`src/rtl/id_ex_issue_buffer_pkg.sv`:
```
// Shared widths, funct codes and payload helpers for the ID->EX issue buffer.
package id_ex_issue_buffer_pkg;

    // Default bus widths
    localparam int DATA_BUS      = 32;
    localparam int FUNCT_BUS     = 6;
    localparam int SHAMT_BUS     = 5;
    localparam int REG_ADDR_BUS  = 5;
    localparam int STALL_CNT_BUS = 16;

    // funct, logic_en, operand_1, operand_2, shamt, wb_en, wb_addr
    localparam int ISSUE_PAYLOAD_W =
        FUNCT_BUS + 1 + DATA_BUS + DATA_BUS + SHAMT_BUS + 1 + REG_ADDR_BUS;

    // funct codes travel through this block untouched; listed for reference
    localparam logic [FUNCT_BUS-1:0] FUNCT_SLL = 6'h00;
    localparam logic [FUNCT_BUS-1:0] FUNCT_SRL = 6'h02;
    localparam logic [FUNCT_BUS-1:0] FUNCT_ADD = 6'h20;
    localparam logic [FUNCT_BUS-1:0] FUNCT_SUB = 6'h22;
    localparam logic [FUNCT_BUS-1:0] FUNCT_AND = 6'h24;
    localparam logic [FUNCT_BUS-1:0] FUNCT_OR  = 6'h25;
    localparam logic [FUNCT_BUS-1:0] FUNCT_XOR = 6'h26;
    localparam logic [FUNCT_BUS-1:0] FUNCT_NOR = 6'h27;

    // Payload width for a non-default parameter set
    function automatic int issue_payload_w(input int data_w, input int funct_w,
                                           input int shamt_w, input int reg_addr_w);
        return funct_w + 1 + (2 * data_w) + shamt_w + 1 + reg_addr_w;
    endfunction

endpackage

```
`src/rtl/id_ex_issue_buffer_if.sv`:
```
// ID->EX operation interface: valid/ready handshake on the ID side and the
// gated operation payload on the EX side.
interface id_ex_issue_buffer_if
    import id_ex_issue_buffer_pkg::*;
#(
    parameter int DATA_W     = DATA_BUS,
    parameter int FUNCT_W    = FUNCT_BUS,
    parameter int SHAMT_W    = SHAMT_BUS,
    parameter int REG_ADDR_W = REG_ADDR_BUS
);

    // ID side
    logic                  id_valid;
    logic                  id_ready;
    logic [FUNCT_W-1:0]    id_funct;
    logic                  id_logic_en;
    logic [DATA_W-1:0]     id_operand_1;
    logic [DATA_W-1:0]     id_operand_2;
    logic [SHAMT_W-1:0]    id_shamt;
    logic                  id_wb_en;
    logic [REG_ADDR_W-1:0] id_wb_addr;

    // EX side
    logic                  ex_valid;
    logic                  ex_ready;
    logic [FUNCT_W-1:0]    ex_funct;
    logic                  ex_logic_en;
    logic [DATA_W-1:0]     ex_operand_1;
    logic [DATA_W-1:0]     ex_operand_2;
    logic [SHAMT_W-1:0]    ex_shamt;
    logic                  ex_wb_en;
    logic [REG_ADDR_W-1:0] ex_wb_addr;

    // The issue buffer itself
    modport slave (
        input  id_valid, id_funct, id_logic_en, id_operand_1, id_operand_2,
               id_shamt, id_wb_en, id_wb_addr, ex_ready,
        output id_ready, ex_valid, ex_funct, ex_logic_en, ex_operand_1,
               ex_operand_2, ex_shamt, ex_wb_en, ex_wb_addr
    );

    // The surroundings: ID drives operations, EX drives ready
    modport master (
        output id_valid, id_funct, id_logic_en, id_operand_1, id_operand_2,
               id_shamt, id_wb_en, id_wb_addr, ex_ready,
        input  id_ready, ex_valid, ex_funct, ex_logic_en, ex_operand_1,
               ex_operand_2, ex_shamt, ex_wb_en, ex_wb_addr
    );

endinterface

```
`src/rtl/id_ex_issue_buffer_issue_slot.sv`:
```
// One buffer entry: a valid flag and a payload register.
// Clear wins over load; a cleared slot also zeroes its payload so nothing
// stale is ever left sitting in an empty entry.
module id_ex_issue_buffer_issue_slot
    import id_ex_issue_buffer_pkg::*;
#(
    parameter int W = ISSUE_PAYLOAD_W
) (
    input  logic         clk,
    input  logic         rst_n,
    input  logic         i_load,
    input  logic         i_clear,
    input  logic [W-1:0] i_data,
    output logic         o_valid,
    output logic [W-1:0] o_data
);

    logic         r_valid;
    logic [W-1:0] r_data;

    // Slot state: clear empties, load captures a new operation, else hold
    always_ff @(posedge clk or negedge rst_n) begin
        if (!rst_n) begin
            r_valid <= 1'b0;
            r_data  <= '0;
        end else if (i_clear) begin
            r_valid <= 1'b0;
            r_data  <= '0;
        end else if (i_load) begin
            r_valid <= 1'b1;
            r_data  <= i_data;
        end
    end

    assign o_valid = r_valid;
    assign o_data  = r_data;

endmodule

```
`src/rtl/id_ex_issue_buffer.sv`:
```
// ID->EX issue buffer: 2-entry skid buffer between decode and the EX units.
// id_ready comes straight from the skid flag register, so there is no
// combinational path from ex_ready back to ID. The main slot feeds EX; the
// skid slot catches the one operation that can arrive while EX stalls.
module id_ex_issue_buffer
    import id_ex_issue_buffer_pkg::*;
#(
    parameter int DATA_W     = DATA_BUS,
    parameter int FUNCT_W    = FUNCT_BUS,
    parameter int SHAMT_W    = SHAMT_BUS,
    parameter int REG_ADDR_W = REG_ADDR_BUS,
    parameter int CNT_W      = STALL_CNT_BUS
) (
    input  logic             clk,
    input  logic             rst_n,
    input  logic             flush,
    input  logic             stall_cnt_clr,
    output logic [CNT_W-1:0] stall_cnt,
    id_ex_issue_buffer_if.slave bus
);

    localparam int PW = issue_payload_w(DATA_W, FUNCT_W, SHAMT_W, REG_ADDR_W);

    logic [PW-1:0]    w_id_payload;
    logic [PW-1:0]    w_ex_payload;
    logic [PW-1:0]    w_main_data;
    logic [PW-1:0]    w_main_next;
    logic [PW-1:0]    w_skid_data;
    logic             w_main_valid;
    logic             w_skid_valid;
    logic             w_accept;
    logic             w_issue;
    logic             w_stall;
    logic             w_main_load;
    logic             w_main_clear;
    logic             w_skid_load;
    logic             w_skid_clear;
    logic [CNT_W-1:0] r_stall_cnt;

    assign w_id_payload = {bus.id_funct, bus.id_logic_en, bus.id_operand_1,
                           bus.id_operand_2, bus.id_shamt, bus.id_wb_en,
                           bus.id_wb_addr};

    // id_ready is the inverted skid flag, itself a register
    assign bus.id_ready = ~w_skid_valid;
    assign w_accept     = bus.id_valid & ~w_skid_valid;
    assign w_issue      = w_main_valid & bus.ex_ready;
    assign w_stall      = w_main_valid & ~bus.ex_ready;

    // The older operation always refills main first
    assign w_main_next  = w_skid_valid ? w_skid_data : w_id_payload;

    // Slot control: flush empties both; otherwise main refills whenever it
    // is empty or draining, and skid only catches an accept while main stalls
    always_comb begin
        w_main_load  = 1'b0;
        w_main_clear = 1'b0;
        w_skid_load  = 1'b0;
        w_skid_clear = 1'b0;
        if (flush) begin
            w_main_clear = 1'b1;
            w_skid_clear = 1'b1;
        end else if (!w_main_valid || w_issue) begin
            if (w_skid_valid) begin
                // id_ready is low here, so nothing can be accepted this cycle
                w_main_load  = 1'b1;
                w_skid_clear = 1'b1;
            end else if (w_accept) begin
                w_main_load  = 1'b1;
            end else begin
                w_main_clear = 1'b1;
            end
        end else if (w_accept) begin
            w_skid_load = 1'b1;
        end
    end

    id_ex_issue_buffer_issue_slot #(
        .W (PW)
    ) u_main_slot (
        .clk     (clk),
        .rst_n   (rst_n),
        .i_load  (w_main_load),
        .i_clear (w_main_clear),
        .i_data  (w_main_next),
        .o_valid (w_main_valid),
        .o_data  (w_main_data)
    );

    id_ex_issue_buffer_issue_slot #(
        .W (PW)
    ) u_skid_slot (
        .clk     (clk),
        .rst_n   (rst_n),
        .i_load  (w_skid_load),
        .i_clear (w_skid_clear),
        .i_data  (w_id_payload),
        .o_valid (w_skid_valid),
        .o_data  (w_skid_data)
    );

    // EX payload is forced to zero whenever there is no valid operation, so
    // the logic unit sees logic_en=0 and produces a zero result
    assign w_ex_payload = w_main_valid ? w_main_data : '0;
    assign bus.ex_valid = w_main_valid;
    assign {bus.ex_funct, bus.ex_logic_en, bus.ex_operand_1, bus.ex_operand_2,
            bus.ex_shamt, bus.ex_wb_en, bus.ex_wb_addr} = w_ex_payload;

    // Stall counter: clear wins, otherwise count stalled cycles up to all-ones
    always_ff @(posedge clk or negedge rst_n) begin
        if (!rst_n) begin
            r_stall_cnt <= '0;
        end else if (stall_cnt_clr) begin
            r_stall_cnt <= '0;
        end else if (w_stall && !(&r_stall_cnt)) begin
            r_stall_cnt <= r_stall_cnt + 1'b1;
        end
    end

    assign stall_cnt = r_stall_cnt;

endmodule

```
`src/flat_wrapper.sv`:
```
// flat-port wrapper written by rule: the top's interface ports become plain ports
module id_ex_issue_buffer_flat import id_ex_issue_buffer_pkg::*;
#(
    parameter int DATA_W     = DATA_BUS,
    parameter int FUNCT_W    = FUNCT_BUS,
    parameter int SHAMT_W    = SHAMT_BUS,
    parameter int REG_ADDR_W = REG_ADDR_BUS,
    parameter int CNT_W      = STALL_CNT_BUS
)
  (clk, rst_n, flush, stall_cnt_clr, stall_cnt, bus_id_valid, bus_id_funct, bus_id_logic_en, bus_id_operand_1, bus_id_operand_2, bus_id_shamt, bus_id_wb_en, bus_id_wb_addr, bus_ex_ready, bus_id_ready, bus_ex_valid, bus_ex_funct, bus_ex_logic_en, bus_ex_operand_1, bus_ex_operand_2, bus_ex_shamt, bus_ex_wb_en, bus_ex_wb_addr);
  id_ex_issue_buffer_if #(.DATA_W(DATA_W), .FUNCT_W(FUNCT_W), .SHAMT_W(SHAMT_W), .REG_ADDR_W(REG_ADDR_W)) bus_i ();
  input  logic clk;
  input  logic rst_n;
  input  logic flush;
  input  logic stall_cnt_clr;
  output logic [CNT_W-1:0] stall_cnt;
  input wire logic [$bits(bus_i.id_valid)-1:0] bus_id_valid;
  input wire logic [$bits(bus_i.id_funct)-1:0] bus_id_funct;
  input wire logic [$bits(bus_i.id_logic_en)-1:0] bus_id_logic_en;
  input wire logic [$bits(bus_i.id_operand_1)-1:0] bus_id_operand_1;
  input wire logic [$bits(bus_i.id_operand_2)-1:0] bus_id_operand_2;
  input wire logic [$bits(bus_i.id_shamt)-1:0] bus_id_shamt;
  input wire logic [$bits(bus_i.id_wb_en)-1:0] bus_id_wb_en;
  input wire logic [$bits(bus_i.id_wb_addr)-1:0] bus_id_wb_addr;
  input wire logic [$bits(bus_i.ex_ready)-1:0] bus_ex_ready;
  output wire logic [$bits(bus_i.id_ready)-1:0] bus_id_ready;
  output wire logic [$bits(bus_i.ex_valid)-1:0] bus_ex_valid;
  output wire logic [$bits(bus_i.ex_funct)-1:0] bus_ex_funct;
  output wire logic [$bits(bus_i.ex_logic_en)-1:0] bus_ex_logic_en;
  output wire logic [$bits(bus_i.ex_operand_1)-1:0] bus_ex_operand_1;
  output wire logic [$bits(bus_i.ex_operand_2)-1:0] bus_ex_operand_2;
  output wire logic [$bits(bus_i.ex_shamt)-1:0] bus_ex_shamt;
  output wire logic [$bits(bus_i.ex_wb_en)-1:0] bus_ex_wb_en;
  output wire logic [$bits(bus_i.ex_wb_addr)-1:0] bus_ex_wb_addr;
  assign bus_i.id_valid = bus_id_valid;
  assign bus_i.id_funct = bus_id_funct;
  assign bus_i.id_logic_en = bus_id_logic_en;
  assign bus_i.id_operand_1 = bus_id_operand_1;
  assign bus_i.id_operand_2 = bus_id_operand_2;
  assign bus_i.id_shamt = bus_id_shamt;
  assign bus_i.id_wb_en = bus_id_wb_en;
  assign bus_i.id_wb_addr = bus_id_wb_addr;
  assign bus_i.ex_ready = bus_ex_ready;
  assign bus_id_ready = bus_i.id_ready;
  assign bus_ex_valid = bus_i.ex_valid;
  assign bus_ex_funct = bus_i.ex_funct;
  assign bus_ex_logic_en = bus_i.ex_logic_en;
  assign bus_ex_operand_1 = bus_i.ex_operand_1;
  assign bus_ex_operand_2 = bus_i.ex_operand_2;
  assign bus_ex_shamt = bus_i.ex_shamt;
  assign bus_ex_wb_en = bus_i.ex_wb_en;
  assign bus_ex_wb_addr = bus_i.ex_wb_addr;
  id_ex_issue_buffer #(.DATA_W(DATA_W), .FUNCT_W(FUNCT_W), .SHAMT_W(SHAMT_W), .REG_ADDR_W(REG_ADDR_W), .CNT_W(CNT_W)) u_core (.clk(clk), .rst_n(rst_n), .flush(flush), .stall_cnt_clr(stall_cnt_clr), .stall_cnt(stall_cnt), .bus(bus_i));
endmodule
```
`config.mk`:
```
export PLATFORM = sky130hd
export DESIGN_NAME = id_ex_issue_buffer_flat
export DESIGN_NICKNAME = d
export VERILOG_FILES = /design/src/rtl/id_ex_issue_buffer_pkg.sv /design/src/rtl/id_ex_issue_buffer_if.sv /design/src/rtl/id_ex_issue_buffer_issue_slot.sv /design/src/rtl/id_ex_issue_buffer.sv /design/src/flat_wrapper.sv
export SDC_FILE = /design/constraint.sdc
export NUM_CORES = 1
export LEC_CHECK = 0
export CAP_MARGIN = 10
export CORE_ASPECT_RATIO = 0.9
export CORE_UTILIZATION = 51
export CTS_BUF_LIST = sky130_fd_sc_hd__clkbuf_8 sky130_fd_sc_hd__clkbuf_16
export CTS_CLUSTER_DIAMETER = 40
export DETAILED_ROUTE_END_ITERATION = 8
export HOLD_SLACK_MARGIN = 0.06
export PLACE_DENSITY = 0.8
export SYNTH_ARGS = -nofsm -noshare
export SYNTH_HDL_FRONTEND = slang
export SYNTH_SLANG_ARGS = --single-unit
```
`constraint.sdc`:
```
create_clock -name clk -period 2.1 [get_ports clk]
set_input_delay 0.21 -clock clk [delete_from_list [all_inputs] [get_ports clk]]
set_output_delay 0.21 -clock clk [all_outputs]
set_load 0.05 [all_outputs]
```
# After elaboration in Yosys (flattened, before gate mapping)
# Index checks and enable logic that the tools add are counted.
dict set report totals {
  wordCells 44
  inputBits 88
  reg_bits 182
  output_inout_bits 100
}
dict set report classes {
  add_sub_neg 1
  bitwise_logic 5
  muxes 25
  n_reduce_logical 8
}
# cell count
set ops {}
lappend ops {{$mux 82} 6}
lappend ops {{$mux 16} 2}
lappend ops {{$mux 1} 17}
lappend ops {{$add 16x1->16 const B} 1}
lappend ops {{$reduce_and 16->1} 1}
lappend ops {{$reduce_bool 2->1} 3}
lappend ops {{$and 1x1->1} 3}
lappend ops {{$logic_not 1->1} 2}
lappend ops {{$not 1->1} 2}
lappend ops {{$logic_and 1x1->1} 1}
lappend ops {{$logic_or 1x1->1} 1}

# Depth between registers and ports, before layout
# Gate-level depths: netlist of the first run.
dict set report depth {
  word_depth 8
  ltp_mapped 7
}

# Modules after synthesis
# A second synthesis of the first run with hierarchy kept.
dict set report hier_totals {
  hier_cells 826
  hier_area_um2 9328.9
}
# module n_inst cells_per_inst area_each_um2
set by_module_without_submodules {}
lappend by_module_without_submodules {id_ex_issue_buffer_issue_slot 2 267 3408.3}
lappend by_module_without_submodules {id_ex_issue_buffer 1 292 2512.4}

# Worst setup path before layout of the first run
# No wires, ideal clock.
dict set report synth_timing {
  kind {register to register}
  startpoint {register u_core.r_stall_cnt[0] (netlist: u_core.stall_cnt[0])}
  endpoint {register u_core.r_stall_cnt[14] (netlist: u_core.stall_cnt[14])}
  n_path_buf 1
  arrival_ns 2.052
  path_stages_with_launch 7
  required_ns 1.975
  setup_time_ns 0.125
  setup_slack_ns -0.077
  path_cell_list {dfrtp_1 ha_1 and4_1 buf_4 nand2_1 nor4_1 mux2_2}
}
dict set report synth_via {
  elab_chain_len 4
  word_cells_on_any_way 7
  cone_classes {add/sub: 1; mux: 2; reduce/logical: 4}
}
# item line_no
set synth_rtl {}
lappend synth_rtl {{start, declared} id_ex_issue_buffer.sv:38} ;# logic [CNT_W-1:0] r_stall_cnt;
lappend synth_rtl {{start signal, assigned} id_ex_issue_buffer.sv:116} ;# r_stall_cnt <= r_stall_cnt + 1'b1;
lappend synth_rtl {{branches (longest 4 deep; another with $add 16x1->16)} --}
# Parallel ways; which one is timed is not known. The select of a mux whose other input is x is not followed.
# A chain may end at the register's enable or synchronous reset.

# Worst setup path in the final report of the first run
dict set report layout_timing {
  startpoint {register u_core.r_stall_cnt[2] (netlist: u_core.stall_cnt[2])}
  endpoint {output stall_cnt[2]}
}
# item line_no
set layout_rtl {}
lappend layout_rtl {{end, declared} flat_wrapper.sv:16} ;# output logic [CNT_W-1:0] stall_cnt;
# No word-level cell between the ends.

==> summary.md, run 1 <==
| Metric | Value |
|---|---|
| Transition time of the tightest slew-check pin | 745 ps |
| Critical Path AT | approximately 1800 ps |
| Largest clock skew in the final design | 7.50 ps |
| Area Growth Syn to Fin | 39.5% |
| Setup crit end kind | output pin |
| Clk sinks | 182 |
| Maximum fanout count along the critical path | 8 |
| Final cycle utilization of the critical path | 0.950 |
| Cell Rows | 43 |
| Horizontal die dimension | approximately 140 um |
| Layout cell share with drive strength beyond 1 | 0.173 |
| Prevailing post-synth register cell | sky130_fd_sc_hd__dfrtp_1 |
| Relative slew slack | 0.501 |
| Post-synth ARST share | 1.00 |
| CTS tree | yes |
| Via count of the routed design | 6464 |
| Post-synth top area share | 0.553 |
| Cell Area, Synth | a little over 8000 um^2 |
| Total congestion overflow after global routing | 0 |
| Slowest cell on the critical path | sky130_fd_sc_hd__clkdlybuf4s50_1 |
| Placed wire-length estimate | ~13000 um |
| Most common library cells after synthesis | sky130_fd_sc_hd__dfrtp_1, sky130_fd_sc_hd__nand2_1, sky130_fd_sc_hd__mux2i_1, sky130_fd_sc_hd__o21ai_0, sky130_fd_sc_hd__and2_1 |
| Count of buffering cells on the critical path with inverters included | 1 |
| Layout filler cell count | 1062 |
| Clock power share | 0.421 |
| Top Layer Used | met4 |
| Wirelength per Cell | between 15 and 20 um |
| Switching power of the nets | 1.94 mW |
| Last weighted congestion value of the routability-driven placer | between 0.8 and 0.9 |
| Setup TNS | 0 ps |
| Worst supply voltage drop on vdd | 601 uV |
| Count of final max-slew check failures | 0 |
| Part of the total power dissipated in combinational logic | 0.116 |
| Initial DRC Count | around 460 |
| Number of antenna violations at the first check in global routing | 0 |
| Area of the die | 16700 um^2 |
| Cell class contributing the biggest share of worst-path delay | buffers and inverters |
| Most repeated cell in the gate-level netlist after synthesis | sky130_fd_sc_hd__dfrtp_1 |
| Post-layout net count | 1015 |
| All-Layer GR Usage | 0.265 |
| Pre-Repair DR Iteration Count | 5 |
| Largest net degree at the start of global routing | 84 |
| Maximum clock frequency | 0.501 GHz |
| Residual DRC count | 0 |
| Maximum count of clock buffers along a single path | 2 |
| Series of cell instances along the critical path | clkdlybuf4s50_1 |
| Type of the worst setup path | flip-flop to output pin |
| Outcome | finished clean |
| Worst hold slack after final layout | 253 ps |
| Number of H-tree branching levels | 4 |
| Mean instance size in the synthesized netlist | 10.9 um^2 |
| Wire length of the first global-routing pass | 33700 um |
| Core ar. | 15600 um^2 |
| Antenna-violating nets left | 0 |
| Biggest area contributors in the synthesized netlist | sky130_fd_sc_hd__dfrtp_1, sky130_fd_sc_hd__mux2i_1, sky130_fd_sc_hd__a22o_1 |
| Clock insertion delay at the later pin of the skew report | 430 ps |
| Number of max-capacitance violations reported | 0 |
| Sequential element share of the synthesized area | 0.553 |
| Post-synth top area cell | sky130_fd_sc_hd__dfrtp_1 |
| Setup Viol. Count Final | 0 |
| Yosys Warn Count | 0 |
| Stage delay of the slowest cell on the critical path | 870 ps |
| Cells after synthesis | 757 |
| Antenna Diode Count | 0 |
| Top-level I/O count | 188 |
| Post-Synthesis Net Count | 846 |
| CTS clk-pin slew, worst paths | 70 ps |
| Clock root buffer | sky130_fd_sc_hd__clkbuf_16 |
| Met1 Wirelength | between 9000 and 10000 um |
| Initial Util | 0.528 |
| Shortest period the worst path allows | roughly 2000 ps |
| Int Power | 6.04 mW |
| Port Buf Inserts | 187 |
| Critical path launch point type | flip-flop |
| Number of global-route vias before repair | 6500 |
| RSZ-0062 raised after global routing | no |
| Final count of hold timing violations | 0 |
| Required time of the critical path | 1890 ps |
| Post-synthesis sequential element count | 182 |
| Power Dens Cells | 695 nW/um^2 |
| CTS Buf Count | 17 |
| Post-synth EDFFs | 0 |
| Sw Share | 0.243 |
| Post-Route WL | 21100 um |
| Post-layout total power | 7.98 mW |
| Met2 Routed Length | just over 10000 um |
| Routed vias/inst | about 5.7 |
| Leakage power total | 4.94 nW |
| Vertical die dimension | approximately 120 um |
| Netlist cell types | 39 |
| Sequential cell fraction of total power | 0.462 |
| Amount of wire on met3 after detailed routing | 1130 um |
| Worst min-delay path class | primary input to async pin |
==> area by class of cell <==
cell class	instances	area [um^2]	area share
tap	202	253	0.0220
timing repair buffer	208	2600	0.227
inverter	3	11.3	0.000981
clock buffer	21	480	0.0418
sequential	182	4560	0.398
multi-input combinational	514	3420	0.298
clock inverter	11	148	0.0129
==> cells by family (layout without fill, tap and decap cells) <==
logic type	Yosys count	in the layout	synth area share
compound gates	185	185	0.152
simple gates	235	235	0.145
mux	93	93	0.114
flops	182	182	0.553
fa+ha+maj	1	1	0.00152
buf+inv	61	243	0.0330
==> flip-flops by register name, summed over array words and instances (netlist names) <==
register,count
u_core.u_skid_slot.o_valid,1
u_core.u_main_slot.o_valid,1
u_core.u_main_slot.o_data,82
u_core.u_skid_slot.o_data,82
u_core.stall_cnt,16
==> metrics by stage <==
step / setup WS (ps) / instances / cell area, um^2 / util
5_1_grt: 18.2 / 1141 / 11500 / 0.736
3_3_place_gp: 107 / 1108 / 10800 / 0.695
4_1_cts: 70.4 / 1141 / 11500 / 0.736
6_report: 106 / 1141 / 11500 / 0.736
2_1_floorplan: 16.6 / 757 / 8240 / -
3_5_place_dp: 5.60 / 1108 / 10800 / 0.695
==> power groups by stage <==
stage	logic [mW]	clock network [mW]	registers (mW)
global placement	0.915	0	3.74
global route	0.994	3.54	3.70
detailed placement	0.929	0	3.75
floorplan	0.414	0	3.74
CTS	0.937	3.39	3.69
finish	0.929	3.36	3.69
==> cells in the final DEF (no fill, tap or decap), drive strengths merged, types with 4 or more instances in the layout <==
cell,instances
a21oi,13
nand3,4
o21ai,84
mux2,8
dfrtp,182
nand4,5
clkdlybuf4s50,102
nor2,13
a211oi,4
buf,105
nor4,4
and2,83
a22o,75
clkinv,7
nand2,101
nor3,4
mux2i,85
clkbuf,21
nor2b,9
==> per-layer routing <==
layer / vias up / GRT usage
met5: - / 0
met4: 0 / 0.106
met3: 36 / 0.0533
met2: 220 / 0.426
met1: 3202 / 0.354
li1: 3006 / -
==> path summary, 6_finish.rpt <==
| path | depth (start not counted) | slack (ps) | from | endpoint |
|---|---|---|---|---|
| worst max register to register | 5 | 110 | u_core.stall_cnt[0] | u_core.stall_cnt[14] |
| min in group clk | 3 | 350 | bus_id_operand_1[10] | u_core.u_skid_slot.o_data[53] |
| max in group asynchronous | 3 | 1120 | rst_n | u_core.stall_cnt[0] |
| worst min-delay path | 2 | 250 | rst_n | u_core.u_main_slot.o_data[52] |
| worst min register to register | 2 | 470 | u_core.u_main_slot.o_data[32] | u_core.u_main_slot.o_data[32] |
| worst max-delay path | 1 | 110 | u_core.stall_cnt[2] | stall_cnt[2] |
==> worst reg2reg max path: stages (launching register included) <==
cell and delay [ps]:
sky130_fd_sc_hd__dfrtp_2 410, sky130_fd_sc_hd__ha_1 240, sky130_fd_sc_hd__and4_2 340, sky130_fd_sc_hd__nand2_1 170, sky130_fd_sc_hd__nor4_1 350, sky130_fd_sc_hd__mux2_2 370
==> timing repair <==
item | 4_1_cts | 5_1_grt
pin swaps | 0 | 0
hold buffers | 1 | 0
endpoints found under the hold margin | 37 | 0
setup endpoints to repair | 35 | 3
resized for setup | 1 | 2
setup buffers | 0 | 0
(Power assumes the default switching activity.)
==> inputs of run 2 (changes only) <==
--- a/config.mk
+++ b/config.mk
@@ -7,12 +7,12 @@
 export LEC_CHECK = 0
 export CAP_MARGIN = 10
 export CORE_ASPECT_RATIO = 0.9
-export CORE_UTILIZATION = 51
+export CORE_UTILIZATION = 45
 export CTS_BUF_LIST = sky130_fd_sc_hd__clkbuf_8 sky130_fd_sc_hd__clkbuf_16
 export CTS_CLUSTER_DIAMETER = 40
 export DETAILED_ROUTE_END_ITERATION = 8
 export HOLD_SLACK_MARGIN = 0.06
-export PLACE_DENSITY = 0.8
+export PLACE_DENSITY = 0.72
 export SYNTH_ARGS = -nofsm -noshare
 export SYNTH_HDL_FRONTEND = slang
 export SYNTH_SLANG_ARGS = --single-unit
==> summary.md, run 2 (synthesis results as in run 1) <==
| Metric | Value |
|---|---|
| CTS Buf Count | 17 |
| Type of the worst setup path | flip-flop to output pin |
| Depth of the critical timing path with buffers and inverters included | 1 |
| Clk sinks | between 150 and 200 |
| Reg-to-reg critical path endpoint | u_core.stall_cnt[7] |
| Gates resized, CTS repair | 0 |
| Maximum clock frequency | approximately 0.51 GHz |
| Post-layout net count | 1025 |
| Core ar. | 17800 um^2 |
| Power Dens Cells | 666 nW/um^2 |
| Cell Rows | 46 |
| Vertical die dimension | 130 um |
| Number of max-capacitance violations reported | 0 |
| Horizontal die dimension | 145 um |
| Initial Util | 0.463 |
| Last weighted congestion value of the routability-driven placer | ~0.80 |
| Pre-Repair DR Iteration Count | 5 |
| Count of final max-slew check failures | 0 |
| Relative slew slack | 0.512 |
| Layout cell share with drive strength beyond 1 | 0.179 |
| Critical path launch point type | flip-flop |
| Clock insertion delay at the later pin of the skew report | around 420 ps |
| Total congestion overflow after global routing | 0 |
| Stage delay of the slowest cell on the critical path | 870 ps |
| Area Growth Syn to Fin | 40.0% |
| Final cycle utilization of the critical path | 0.933 |
| Leakage power total | 4.94 nW |
| Setup TNS | 0 ps |
| Most common library cell in the layout ignoring fill and taps | sky130_fd_sc_hd__dfrtp_1 |
| Number of antenna violations at the first check in global routing | 0 |
| Multi-input gate area | 3420 um^2 |
| Count of buffering cells on the critical path with inverters included | 1 |
| Slowest cell on the critical path | sky130_fd_sc_hd__clkdlybuf4s50_1 |
| CTS tree | yes |
| Largest net degree at the start of global routing | 66 |
| Layout filler cell count | ~1400 |
| Setup Viol. Count Final | 0 |
| Post-route standard cell area excluding fillers | between 10000 and 15000 um^2 |
| Reg-to-reg startpoint | u_core.stall_cnt[11] |
| Worst min-delay path class | primary input to async pin |
| Largest clock skew in the final design | 9.78 ps |
| Transition time of the tightest slew-check pin | around 730 ps |
| Wire length of the first global-routing pass | 33200 um |
| Critical Path AT | roughly 1800 ps |
| Post-CTS setup buffer count | 0 |
| CTS clk-pin slew, worst paths | 70 ps |
| Top-level I/O count | 188 |
| Antenna-violating nets left | 0 |
| Number of global-route vias before repair | 6289 |
| Routed vias/inst | roughly 5.3 |
| Cell class contributing the biggest share of worst-path delay | buffers and inverters |
| Worst supply voltage drop on vdd | 558 uV |
| Required time of the critical path | 1890 ps |
| Series of cell instances along the critical path | clkdlybuf4s50_1 |
| Via count of the routed design | 6352 |
| Port Buf Inserts | 187 |
| Internal reg-to-reg setup slack | 170 ps |
| Most used cells in the layout excluding fill and tap cells | sky130_fd_sc_hd__dfrtp_1, sky130_fd_sc_hd__clkdlybuf4s50_1, sky130_fd_sc_hd__nand2_1 |
| Initial DRC Count | 344 |
| Hold Buf Count CTS | 1 |
| Clock root buffer | sky130_fd_sc_hd__clkbuf_16 |
| Wirelength per Cell | between 15 and 20 um |
| All-Layer GR Usage | 0.230 |
| Area of the die | approximately 19000 um^2 |
| Final count of hold timing violations | 0 |
| RSZ-0062 raised after global routing | no |
| Setup crit end kind | output pin |
| Post-layout total power | 7.68 mW |
| Area of placed instances | 11000 um^2 |
| Maximum count of clock buffers along a single path | 2 |
| Antenna Diode Count | 0 |
| Shortest period the worst path allows | between 1500 and 2000 ps |
| Outcome | finished clean |
| Residual DRC count | 0 |
| Placed wire-length estimate | about 13000 um |
| Number of H-tree branching levels | 4 |
| Number of cells traversed by the worst register-to-register path | 6 |
| Maximum fanout count along the critical path | 8 |
| Post-Route WL | 20500 um |
| Register Area | roughly 4600 um^2 |
-- run 2: cell types whose count changed in the layout (fill, tap and decap cells not counted), sizes merged --
cell and change:
buf +10, bufinv -2, clkbuf -3, clkinv -5, clkinvlp +5, inv +5
-- run 2: power breakdown --
| group | internal, mW | total (mW) | switching [mW] |
|---|---|---|---|
| combinational | 0.422 | 0.932 | 0.510 |
| clock | 1.67 | 3.07 | 1.39 |
| sequential | 3.62 | 3.68 | 0.0605 |
| total | 5.72 | 7.68 | 1.96 |
-- run 2: layout make-up --
class	count	share of cell area
Clock inverter	14	0.0110
Sequential cell	182	0.396
Tap cell	240	0.0261
Inverter	3	0.000977
Timing Repair Buffer	218	0.231
Clock buffer	18	0.0381
Multi-Input combinational cell	514	0.297
-- run 2: worst max path at each step --
stage | slack (ps) | to | from
floorplan | 20 | u_core.stall_cnt[11] | u_core.stall_cnt[5]
global placement | 100 | u_core.stall_cnt[13] | bus_ex_ready
detailed placement | 90 | u_core.stall_cnt[13] | bus_ex_ready
CTS | 120 | stall_cnt[2] | u_core.stall_cnt[2]
global route | 40 | u_core.stall_cnt[2] | u_core.stall_cnt[11]
finish | 140 | stall_cnt[2] | u_core.stall_cnt[2]
-- run 2: per-layer routing --
layer	routed length, um	share of wire	vias up	global-route usage
met1	9180	0.45	3134	0.313
met4	224	0.011	0	0.0625
li1	-	-	3021	-
met3	1180	0.057	14	0.0506
met2	9930	0.48	183	0.371
met5	0	0	-	0
-- run 2: stage by stage --
stage	instances	worst slack (ps)	util	hold slack (ps)
finish	1189	140	0.648	313
global route	1189	37.2	0.648	351
CTS	1189	122	0.648	327
detailed placement	1156	88.4	0.616	210
global placement	1156	102	0.616	227
floorplan	757	16.6	-	-85.6
